[src/rtl/afe_pulser_pkg.sv]
// Shared definitions for the AFE pulser and its receive-side pulse capture.
package afe_pulser_pkg;

    localparam int NSAMP           = 8;
    localparam int WIDTH_BITS_DEF  = 16;
    localparam int COARSE_BITS_DEF = 32;

    typedef enum logic [1:0] {
        IDLE     = 2'd0,
        ARMED    = 2'd1,
        IN_PULSE = 2'd2,
        DONE     = 2'd3
    } state_t;

endpackage

[src/rtl/afe_pulse_capture_if.sv]
// Result handshake between the pulse capture block and the slow-control reader.
interface afe_pulse_capture_if
    import afe_pulser_pkg::*;
#(
    parameter int WIDTH_BITS  = WIDTH_BITS_DEF,
    parameter int COARSE_BITS = COARSE_BITS_DEF
);
    logic                   res_valid;
    logic                   res_ready;
    logic [WIDTH_BITS-1:0]  res_width;
    logic [COARSE_BITS-1:0] res_coarse;
    logic [2:0]             res_fine;
    logic                   res_sat;

    modport master (
        output res_valid, res_width, res_coarse, res_fine, res_sat,
        input  res_ready
    );

    modport slave (
        input  res_valid, res_width, res_coarse, res_fine, res_sat,
        output res_ready
    );
endinterface

[src/rtl/afe_word_edge_find.sv]
// Combinational edge search over one deserialised word (bit 0 earliest).
module afe_word_edge_find
    import afe_pulser_pkg::*;
(
    input  logic [NSAMP-1:0] din,
    input  logic             y0,
    input  logic             prev_active,
    output logic             lead_found,
    output logic [2:0]       lead_idx,
    output logic             trail_found,
    output logic [2:0]       trail_idx,
    output logic             idle_found,
    output logic [2:0]       idle_idx,
    output logic             lead_after_trail,
    output logic             lead_after_idle
);
    logic [NSAMP-1:0] act;
    logic [NSAMP-1:0] lead;

    always_comb begin
        act              = din ^ {NSAMP{y0}};
        lead             = act & ~{act[NSAMP-2:0], prev_active};
        lead_found       = 1'b0;
        lead_idx         = '0;
        trail_found      = 1'b0;
        trail_idx        = '0;
        idle_found       = 1'b0;
        idle_idx         = '0;
        lead_after_trail = 1'b0;
        lead_after_idle  = 1'b0;

        // Descending scans leave the lowest matching index in place.
        for (int i = NSAMP - 1; i >= 0; i--) begin
            if (lead[i]) begin
                lead_found = 1'b1;
                lead_idx   = 3'(i);
            end
            if (!act[i]) begin
                idle_found = 1'b1;
                idle_idx   = 3'(i);
            end
        end

        for (int j = NSAMP - 1; j >= 0; j--) begin
            if (lead_found && !act[j] && (j > int'(lead_idx))) begin
                trail_found = 1'b1;
                trail_idx   = 3'(j);
            end
        end

        for (int k = 0; k < NSAMP; k++) begin
            if (lead[k] && trail_found && (k > int'(trail_idx)))
                lead_after_trail = 1'b1;
            if (lead[k] && idle_found && (k > int'(idle_idx)))
                lead_after_idle = 1'b1;
        end
    end
endmodule

[src/rtl/afe_pulse_capture.sv]
// Measures leading-edge time and width of pulses on an 8:1 deserialised AFE monitor line.
module afe_pulse_capture
    import afe_pulser_pkg::*;
#(
    parameter int WIDTH_BITS  = WIDTH_BITS_DEF,
    parameter int COARSE_BITS = COARSE_BITS_DEF
)(
    input  logic                    lclk,
    input  logic                    lclk_rst_n,
    input  logic [NSAMP-1:0]        din,
    input  logic                    y0,
    input  logic                    arm,
    afe_pulse_capture_if.master     res,
    output logic                    dropped,
    output logic                    busy
);
    state_t                 state_q, state_d;
    logic [COARSE_BITS-1:0] coarse_q, coarse_d;
    logic                   prev_q, prev_d;
    logic                   dropped_q, dropped_d;
    logic [WIDTH_BITS-1:0]  acc_q, acc_d;
    logic                   sat_q, sat_d;
    logic [COARSE_BITS-1:0] cap_coarse_q, cap_coarse_d;
    logic [2:0]             cap_fine_q, cap_fine_d;
    logic                   res_valid_q, res_valid_d;
    logic [WIDTH_BITS-1:0]  res_width_q, res_width_d;
    logic [COARSE_BITS-1:0] res_coarse_q, res_coarse_d;
    logic [2:0]             res_fine_q, res_fine_d;
    logic                   res_sat_q, res_sat_d;

    logic       lead_found, trail_found, idle_found;
    logic [2:0] lead_idx, trail_idx, idle_idx;
    logic       lead_after_trail, lead_after_idle;
    logic [3:0] first_w;
    logic [WIDTH_BITS:0] sum;

    afe_word_edge_find u_edge (
        .din              (din),
        .y0               (y0),
        .prev_active      (prev_q),
        .lead_found       (lead_found),
        .lead_idx         (lead_idx),
        .trail_found      (trail_found),
        .trail_idx        (trail_idx),
        .idle_found       (idle_found),
        .idle_idx         (idle_idx),
        .lead_after_trail (lead_after_trail),
        .lead_after_idle  (lead_after_idle)
    );

    // MSB of the result flags saturation; the low bits are clamped to all-ones.
    function automatic logic [WIDTH_BITS:0] sat_add(input logic [WIDTH_BITS-1:0] a,
                                                    input logic [3:0] b);
        logic [WIDTH_BITS:0] s;
        s = {1'b0, a} + (WIDTH_BITS+1)'(b);
        if (s[WIDTH_BITS])
            return {1'b1, {WIDTH_BITS{1'b1}}};
        return {1'b0, s[WIDTH_BITS-1:0]};
    endfunction

    always_comb begin
        state_d      = state_q;
        coarse_d     = coarse_q + COARSE_BITS'(1);
        prev_d       = prev_q;
        dropped_d    = dropped_q;
        acc_d        = acc_q;
        sat_d        = sat_q;
        cap_coarse_d = cap_coarse_q;
        cap_fine_d   = cap_fine_q;
        res_valid_d  = res_valid_q & ~res.res_ready;
        res_width_d  = res_width_q;
        res_coarse_d = res_coarse_q;
        res_fine_d   = res_fine_q;
        res_sat_d    = res_sat_q;
        first_w      = '0;
        sum          = '0;

        case (state_q)
            IDLE: begin
                if (arm) begin
                    state_d   = ARMED;
                    dropped_d = 1'b0;
                    prev_d    = 1'b1;
                end
            end
            ARMED: begin
                prev_d = din[NSAMP-1] ^ y0;
                if (lead_found) begin
                    cap_coarse_d = coarse_q;
                    cap_fine_d   = lead_idx;
                    sat_d        = 1'b0;
                    if (trail_found) begin
                        first_w = {1'b0, trail_idx} - {1'b0, lead_idx};
                        state_d = DONE;
                        if (lead_after_trail)
                            dropped_d = 1'b1;
                    end else begin
                        first_w = 4'(NSAMP) - {1'b0, lead_idx};
                        state_d = IN_PULSE;
                    end
                    acc_d = WIDTH_BITS'(first_w);
                end
            end
            IN_PULSE: begin
                prev_d = din[NSAMP-1] ^ y0;
                if (idle_found) begin
                    sum     = sat_add(acc_q, {1'b0, idle_idx});
                    state_d = DONE;
                    if (lead_after_idle)
                        dropped_d = 1'b1;
                end else begin
                    sum = sat_add(acc_q, 4'(NSAMP));
                end
                acc_d = sum[WIDTH_BITS-1:0];
                sat_d = sat_q | sum[WIDTH_BITS];
            end
            default: begin
                state_d = IDLE;
                // An unread result wins; a same-cycle handshake frees the slot.
                if (!res_valid_q || res.res_ready) begin
                    res_valid_d  = 1'b1;
                    res_width_d  = acc_q;
                    res_coarse_d = cap_coarse_q;
                    res_fine_d   = cap_fine_q;
                    res_sat_d    = sat_q;
                end else begin
                    dropped_d = 1'b1;
                end
            end
        endcase
    end

    always_ff @(posedge lclk or negedge lclk_rst_n) begin
        if (!lclk_rst_n) begin
            state_q      <= IDLE;
            coarse_q     <= '0;
            prev_q       <= 1'b1;
            dropped_q    <= 1'b0;
            acc_q        <= '0;
            sat_q        <= 1'b0;
            cap_coarse_q <= '0;
            cap_fine_q   <= '0;
            res_valid_q  <= 1'b0;
            res_width_q  <= '0;
            res_coarse_q <= '0;
            res_fine_q   <= '0;
            res_sat_q    <= 1'b0;
        end else begin
            state_q      <= state_d;
            coarse_q     <= coarse_d;
            prev_q       <= prev_d;
            dropped_q    <= dropped_d;
            acc_q        <= acc_d;
            sat_q        <= sat_d;
            cap_coarse_q <= cap_coarse_d;
            cap_fine_q   <= cap_fine_d;
            res_valid_q  <= res_valid_d;
            res_width_q  <= res_width_d;
            res_coarse_q <= res_coarse_d;
            res_fine_q   <= res_fine_d;
            res_sat_q    <= res_sat_d;
        end
    end

    assign res.res_valid  = res_valid_q;
    assign res.res_width  = res_width_q;
    assign res.res_coarse = res_coarse_q;
    assign res.res_fine   = res_fine_q;
    assign res.res_sat    = res_sat_q;
    assign dropped        = dropped_q;
    assign busy           = (state_q == ARMED) || (state_q == IN_PULSE);
endmodule

[src/flat_wrapper.sv]
// flat-port wrapper written by rule: the top's interface ports become plain ports
module afe_pulse_capture_flat import afe_pulser_pkg::*;
#(
    parameter int WIDTH_BITS  = WIDTH_BITS_DEF,
    parameter int COARSE_BITS = COARSE_BITS_DEF
)
  (lclk, lclk_rst_n, din, y0, arm, dropped, busy, res_res_valid, res_res_width, res_res_coarse, res_res_fine, res_res_sat, res_res_ready);
  afe_pulse_capture_if #(.WIDTH_BITS(WIDTH_BITS), .COARSE_BITS(COARSE_BITS)) res_i ();
  input  logic lclk;
  input  logic lclk_rst_n;
  input  logic [NSAMP-1:0] din;
  input  logic y0;
  input  logic arm;
  output logic dropped;
  output logic busy;
  output wire logic [$bits(res_i.res_valid)-1:0] res_res_valid;
  output wire logic [$bits(res_i.res_width)-1:0] res_res_width;
  output wire logic [$bits(res_i.res_coarse)-1:0] res_res_coarse;
  output wire logic [$bits(res_i.res_fine)-1:0] res_res_fine;
  output wire logic [$bits(res_i.res_sat)-1:0] res_res_sat;
  input wire logic [$bits(res_i.res_ready)-1:0] res_res_ready;
  assign res_res_valid = res_i.res_valid;
  assign res_res_width = res_i.res_width;
  assign res_res_coarse = res_i.res_coarse;
  assign res_res_fine = res_i.res_fine;
  assign res_res_sat = res_i.res_sat;
  assign res_i.res_ready = res_res_ready;
  afe_pulse_capture #(.WIDTH_BITS(WIDTH_BITS), .COARSE_BITS(COARSE_BITS)) u_core (.lclk(lclk), .lclk_rst_n(lclk_rst_n), .din(din), .y0(y0), .arm(arm), .res(res_i), .dropped(dropped), .busy(busy));
endmodule
[config.mk]
export PLATFORM = sky130hd
export DESIGN_NAME = afe_pulse_capture_flat
export DESIGN_NICKNAME = d
export VERILOG_FILES = /design/src/rtl/afe_pulser_pkg.sv /design/src/rtl/afe_pulse_capture_if.sv /design/src/rtl/afe_word_edge_find.sv /design/src/rtl/afe_pulse_capture.sv /design/src/flat_wrapper.sv
export SDC_FILE = /design/constraint.sdc
export NUM_CORES = 1
export LEC_CHECK = 0
export ABC_CLOCK_PERIOD_IN_PS = 5000
export CAP_MARGIN = 5
export CORE_ASPECT_RATIO = 0.6
export CORE_MARGIN = 4
export CORE_UTILIZATION = 55
export DETAILED_ROUTE_END_ITERATION = 6
export PLACE_DENSITY = 0.75
export SLEW_MARGIN = 20
export SYNTH_ARGS = -nofsm -noshare
export SYNTH_HDL_FRONTEND = slang
export SYNTH_HIERARCHICAL = 1
export SYNTH_SLANG_ARGS = --single-unit
[constraint.sdc]
create_clock -name lclk -period 5 [get_ports lclk]
set_input_delay 1.25 -clock lclk [delete_from_list [all_inputs] [get_ports lclk]]
set_output_delay 1.25 -clock lclk [all_outputs]
set_load 0.05 [all_outputs]
# Yosys cells after proc, flatten, opt, wreduce, memory -nomap -nowiden

Index checks and enable logic that the tools add are counted.

Add/sub/neg operators: 5
$mul: 0
Div/mod/pow operators: 0
Magnitude comparators: 21
Equality and inequality tests: 9
Shift operators: 0
Mux-type cells: 94
Bitwise operators: 8
Reductions and logical operators: 63

Operator list:

| kind                                              | number |
|---|---|
| two-way mux 17 bit                                | 6 |
| two-way mux 3 bit                                 | 23 |
| two-way mux 1 bit                                 | 55 |
| logical AND 1 bit                                 | 42 |
| > comparator 3 bit, first input constant          | 12 |
| adder 32 x 1 -> 32 bit, second input constant     | 1 |
| case mux 16 bit (2 select lines)                  | 1 |
| > comparator 2 x 3 -> 1 bit, first input constant | 6 |
| adder 16 x 3 -> 17 bit                            | 1 |
| adder 16 x 4 -> 17 bit, second input constant     | 1 |
| two-way mux 16 bit                                | 1 |
| != test 2 x 1 -> 1 bit, second input constant     | 5 |
| > comparator 1 x 3 -> 1 bit, first input constant | 3 |
| AND 8 bit                                         | 1 |
| zero test 1 bit                                   | 8 |
| NOT 8 bit                                         | 1 |
| AND reduction 2 bit                               | 4 |
| bitwise XOR 8 bit                                 | 1 |
| AND reduction 7 bit                               | 1 |
| two-way mux 2 bit                                 | 3 |
| case mux 2 bit (3 select lines)                   | 1 |
| two-way mux 4 bit                                 | 1 |
| != test 4 bit, second input constant              | 1 |
| case mux 1 bit (2 select lines)                   | 2 |
| other kinds (16)                                  | 19 |

Register bits after elaboration: 141
Latch bits: 0
RAM bits: 0
ROM bits: 0
Input port bits: 13
Output and inout bits: 55
Logic and storage cells: 213
Memories kept: 0

# Depth between registers and ports, before layout

Word-level depth: 33
Gate-level depth with buffers: 16
Gate-level depth less buffers: 13

# Hierarchy

Netlist, hierarchy kept.

Modules (own cells, without submodules):

| module             | instances | cells each | area an instance (µm²) | sequential area each (µm²) |
|---|---|---|---|---|
| afe_pulse_capture  | 1         | 535        | 6391.1                 | 3529.6 |
| afe_word_edge_find | 1         | 179        | 1173.6                 | 0.0 |

# Worst setup path after synthesis

OpenSTA, ideal clock, no wires.

Path kind: input-to-reg
Start point: input din[4]
End point: register u_core.acc_q[3]
Library setup time: 0.132 ns
Arrival: 3.870 ns
Required time: 4.868 ns
Path slack: 0.997 ns
Stages: 13
Path buffers: 1
Cell sequence: buf_6 -> nor2b_1 -> a211o_1 -> a221o_1 -> a41oi_2 -> a221oi_2 -> or3_1 -> and2_1 -> ha_1 -> a21o_1 -> a21oi_1 -> xor2_1 -> o211ai_1

Elaborated cells on any way between the ends: 75
Those cells by class: add/sub: 3; order compare: 7; eq/ne: 1; mux: 45; bitwise: 3; reduce/logical: 16

RTL lines:

| what                                                                 | RTL line                 | text |
|---|---|---|
| from (decl)                                                          | flat_wrapper.sv:11       | `input logic [NSAMP-1:0] din;` |
| bitwise XOR 8 bit *                                                  | afe_word_edge_find.sv:21 | `act = din ^ {NSAMP{y0}};` |
| NOT 8 bit                                                            | afe_word_edge_find.sv:22 | `lead = act & ~{act[NSAMP-2:0], prev_active};` |
| AND 8 bit                                                            | afe_word_edge_find.sv:22 |  |
| two-way mux 3 bit or two-way mux 1 bit (tied branches) (6 in series) | afe_word_edge_find.sv:34 | `if (lead[i]) begin` |
| > comparator 3 bit or logical AND 1 bit (tied branches)              | afe_word_edge_find.sv:45 | `if (lead_found && !act[j] && (j > int'(lead_idx))) begin` |
| logical AND 1 bit                                                    | afe_word_edge_find.sv:45 |  |
| two-way mux 1 bit (6 in series)                                      | afe_word_edge_find.sv:45 |  |
| two-way mux 1 bit *                                                  | afe_word_edge_find.sv:45 |  |
| via u_core.trail_found                                               | afe_pulse_capture.sv:31  | `logic lead_found, trail_found, idle_found;` |
| two-way mux 4 bit *                                                  | afe_pulse_capture.sv:92  | `if (trail_found) begin` |
| two-way mux 16 bit *                                                 | afe_pulse_capture.sv:88  | `if (lead_found) begin` |
| case mux 16 bit (2 select lines) *                                   | afe_pulse_capture.sv:78  | `case (state_q)` |
| to (signal assigned)                                                 | afe_pulse_capture.sv:139 | `acc_q <= '0;` |
| to (signal assigned)                                                 | afe_pulse_capture.sv:153 | `acc_q <= acc_d;` |
| to (decl)                                                            | afe_pulse_capture.sv:21  | `logic [WIDTH_BITS-1:0] acc_q, acc_d;` |

The timed path passes the listed nets; every way through them passes the cells marked *. The select of a mux whose other input is x is not followed.
A chain may end at the register's enable or synchronous reset.

# Worst setup path in the final report

Start point: input din[7]
End point: register u_core.acc_q[1]

Longest elaborated chain between the ends: 23
Elaborated cells on any way between the ends: 84
Those cells by class: add/sub: 3; order compare: 7; eq/ne: 1; mux: 55; bitwise: 2; reduce/logical: 16

Ends and longest elaborated chain:

| what                                                                 | RTL line                 | text |
|---|---|---|
| bitwise XOR 8 bit *                                                  | afe_word_edge_find.sv:21 |  |
| AND 8 bit                                                            | afe_word_edge_find.sv:22 |  |
| two-way mux 3 bit or two-way mux 1 bit (tied branches) (8 in series) | afe_word_edge_find.sv:34 |  |
| > comparator 3 bit or logical AND 1 bit (tied branches)              | afe_word_edge_find.sv:45 |  |
| logical AND 1 bit                                                    | afe_word_edge_find.sv:45 |  |
| two-way mux 3 bit (6 in series)                                      | afe_word_edge_find.sv:45 |  |
| two-way mux 3 bit *                                                  | afe_word_edge_find.sv:45 |  |
| via u_core.trail_idx[0]                                              | afe_pulse_capture.sv:32  | `logic [2:0] lead_idx, trail_idx, idle_idx;` |
| subtractor 3 x 3 -> 4 bit *                                          | afe_pulse_capture.sv:93  | `first_w = {1'b0, trail_idx} - {1'b0, lead_idx};` |
| two-way mux 4 bit *                                                  | afe_pulse_capture.sv:92  |  |
| two-way mux 16 bit *                                                 | afe_pulse_capture.sv:88  |  |
| case mux 16 bit (2 select lines) *                                   | afe_pulse_capture.sv:78  |  |

Marked as above.

==> impl_metrics.yaml <==
critical_path:
  crit_start: "din[7]"
  cp.required_ns: 5.28
  reg2reg_from: "u_core/prev_q$_DFFE_PN1P_"
  r2r-end: "u_core/acc_q[3]$_DFFE_PN0P_"
  crit_fanout: 8
  cp-start-kind: "input pin"
  path_class: "in -> reg"
  reg2reg_depth: 12
  worstSetupEndpointType: "flop"
  cp.arrival_ns: 4.69
  rrSetupSlack_ns: 1.69
timing:
  finalSetupViolations: 0
  maxSlewViolCount: 0
  min_period_ns: 4.40
  fmax_mhz: 227
  timing.final.crit_share: 0.881
  slew_headroom: 0.542
  worst_pin_slew_ns: 0.687
  hold_viol: 0
  fin_tns_setup_ns: 0
  fin_skew_ns: 0.0139
  grt_setup_unrepaired: "false"
clock_network:
  root_buffer: "clkbuf_16"
  cts_buffers: 17
  cts_tree: "yes"
  cts.path.max_buffers: 2
  ctsHoldBuffers: 0
  clk_pin_slew_worst_paths_ns: 0.07
  worstSkewPairLatency_ns: 0.42
  htreeDepth: 4
  numClockSinks: 141
  cts_resized: 0
  post-cts-setup-buffers: 0
route:
  num_vias: 5949
  avgRoutedWirePerCell_microns: 19.5
  drt-total-wl_microns: 18900
  drt_iter0_drc: 534
  vias_per_cell: 6.13
  drc: 0
  dr.pass1.iters: 7
  antenna_left: 0
worst_hold_path:
  hold_class: "reg -> reg"
  hold-path-endpoint: "u_core/coarse_q[31]$_DFF_PN0_"
  whs_path_depth: 1
  min_from: "u_core/coarse_q[31]$_DFF_PN0_"
synth:
  synth_flop_cell: "dfrtp_1"
  seq_area_frac_synth: 0.467
  yosys.area_share.xor_xnor: 0.0394
  syn_inst: 714
  synth.top_cells.by_area: "dfrtp_1 (46%), mux2_2 (12%), nand2_1 (3.2%)"
  synth_async_sr_flop_share: 1.00
  synth_compound_area_frac: 0.132
  ys_types: 81
  yosysTopAreaCellShare: 0.463
  synth_fa_ha_area_frac: 0.0251
  synth_top_family_by_area: "simple AND/OR/NAND/NOR gates"
  synthMuxAreaShare: 0.133
  yosys.area.top_type: "dfrtp_1"
  yosysWarnings: 6
  synth.avg_cell_area_sq_um: 10.6
  synth_edf_count: 0
  synth_nets: 741
  synthSimpleGateAreaFrac: 0.160
  ys_seq_elements: 141
  synth.cell_area_sq_um: 7560
floorplanning:
  rows: 32
  fp.dieW_microns: 159
  coreArea_sq_um: 13100
  die_h_microns: 98.8
  die-area_sq_um: 15800
  num_io_pins: 68
  initial_utilization: 0.576
placement:
  hpwlAfterDp_microns: 13400
  gp_congestion: 0.885
  dpl-instance-area_sq_um: 8400
  io_buffers: 67
cells_and_area:
  drive_above_1_share: 0.207
  syn2layout_area_growth_pct: 18.8
  regArea_sq_um: 3530
  antenna_cells: 0
  multi_input_comb_area_sq_um: 3700
  nFillCells: 973
  layout_commonest_cell: "dfrtp_1"
  design_area_sq_um: 8990
  final_cell_mix: "dfrtp_1 (140), mux2_2 (79), clkdlybuf4s50_1 (66), nand2_1 (64), nor2_1 (47)"
  fin_nets: 815
power_and_ir_drop:
  power_frac_seq: 0.339
  p_sw_uw: 1560
  p_comb_frac: 0.355
  clkPwrFrac: 0.306
  swShare: 0.381
  irDropWorstVdd_mv: 0.383
  p_int_uw: 2530
  p_leak_uw: 0.00410
  powerDensity_nw_per_um2: 455
global_routing:
  antenna_found_initial: 0
  grt_max_degree: 81
  grt_first_pass_wirelength_microns: 30900
  overflow: 0
  grt.total_usage: 0.245
  grt_pass1_vias: 5821
flow_run:
  cap_viol_max_count: 0
run_status:
  status: "finished clean"
==> worst max-delay path by stage <==
stage | endpoint | cells after the start
finish | u_core/acc_q[1]$_DFFE_PN0P_ | 14
floorplan | u_core/acc_q[3]$_DFFE_PN0P_ | 13
global route | u_core/acc_q[1]$_DFFE_PN0P_ | 14
detailed placement | u_core/acc_q[3]$_DFFE_PN0P_ | 13
CTS | u_core/acc_q[3]$_DFFE_PN0P_ | 13
global placement | u_core/acc_q[3]$_DFFE_PN0P_ | 13
==> cells in the mapped netlist, types with 3 or more instances <==
master and number:
a21oi_1 32, o211a_1 3, o211ai_1 6, buf_2 15, buf_4 8, o21a_1 4, nor3_2 4, nor2b_1 13
nor3_1 6, and4_1 7, nand3_1 23, and3_1 11, a221o_1 6, nand2_1 65, nand4_1 11, o31ai_1 3
o21ai_1 4, or2b_1 3, nor2_1 47, o21ai_0 39, xnor2_1 18, nand2b_1 15, dfrtp_1 140, mux2_2 79
ha_1 12, xor2_1 16, a31oi_1 11, buf_6 7, clkbuf_1 7, and2_1 6, o32ai_1 3, inv_1 22
mux2i_1 9
==> kinds of logic (layout without fill, tap and decap cells) <==
family                   after synthesis  count (layout)
adder cells (fa/ha/maj)               14              14
XOR/XNOR                              34              34
buffers and inverters                 61             148
AO/OA/AOI/OAI                        146             146
multiplexers                          90              90
flip-flops                           141             141
AND/OR/NAND/NOR                      228             228
==> worst max-delay path: stages <==
cell,delay [ns]
clkdlybuf4s50_1,0.67
nor2_1,0.14
o211a_1,0.24
o32ai_2,0.50
a41oi_2,0.27
nor3_1,0.30
a2bb2oi_1,0.24
nand2_1,0.08
ha_1,0.17
inv_1,0.08
fa_1,0.39
nand3b_1,0.16
o21ai_0,0.09
a21oi_1,0.08
==> metal layers <==
layer  track usage  vias up  wire length, microns
li1              -     2710                     -
met4        0.0667        0                   352
met3        0.0610       38                  1350
met1         0.360     2929                  8900
met5             0        -                     0
met2         0.366      272                  8310
==> power groups by stage <==
stage	Sequential, uW	Combinational [uW]	Clock (uW)
floorplan	1600	793	0
global placement	1400	1410	0
detailed placement	1400	1430	0
CTS	1380	1440	1270
global route	1400	1560	1330
finish	1390	1450	1250
==> registers in the layout, indices dropped and copies added, names as in the netlist <==
register,flops
u_core/res.res_sat,1
u_core/cap_coarse_q,32
u_core/coarse_q,32
u_core/res.res_valid,1
u_core/res.res_width,16
u_core/sat_q,1
u_core/state_q,2
u_core/res.res_coarse,32
u_core/cap_fine_q,3
u_core/acc_q,16
u_core/res.res_fine,3
u_core/dropped,1
u_core/prev_q,1
==> through the flow <==
stage | std cells | util | hold WS [ns] | worst slack (ns) | total power, uW
3_3_place_gp | 939 | 0.640 | 0.462 | 0.259 | 2810
6_report | 971 | 0.684 | 0.466 | 0.595 | 4090
5_1_grt | 971 | 0.684 | 0.504 | 0.383 | 4290
2_1_floorplan | 714 | - | 0.438 | 0.997 | 2390
4_1_cts | 971 | 0.684 | 0.470 | 0.641 | 4100
3_5_place_dp | 939 | 0.640 | 0.461 | 0.205 | 2830
==> area by class of cell <==
cell class                      instances  area share
Clock buffer                           18      0.0489
Clock inverter                         14      0.0161
Inverter                               23     0.00988
Multi-Input combinational cell        512       0.412
Sequential cell                       141       0.393
Tap cell                              170      0.0237
Timing Repair Buffer                   93      0.0965
Power figures use the tool's default switching activity.
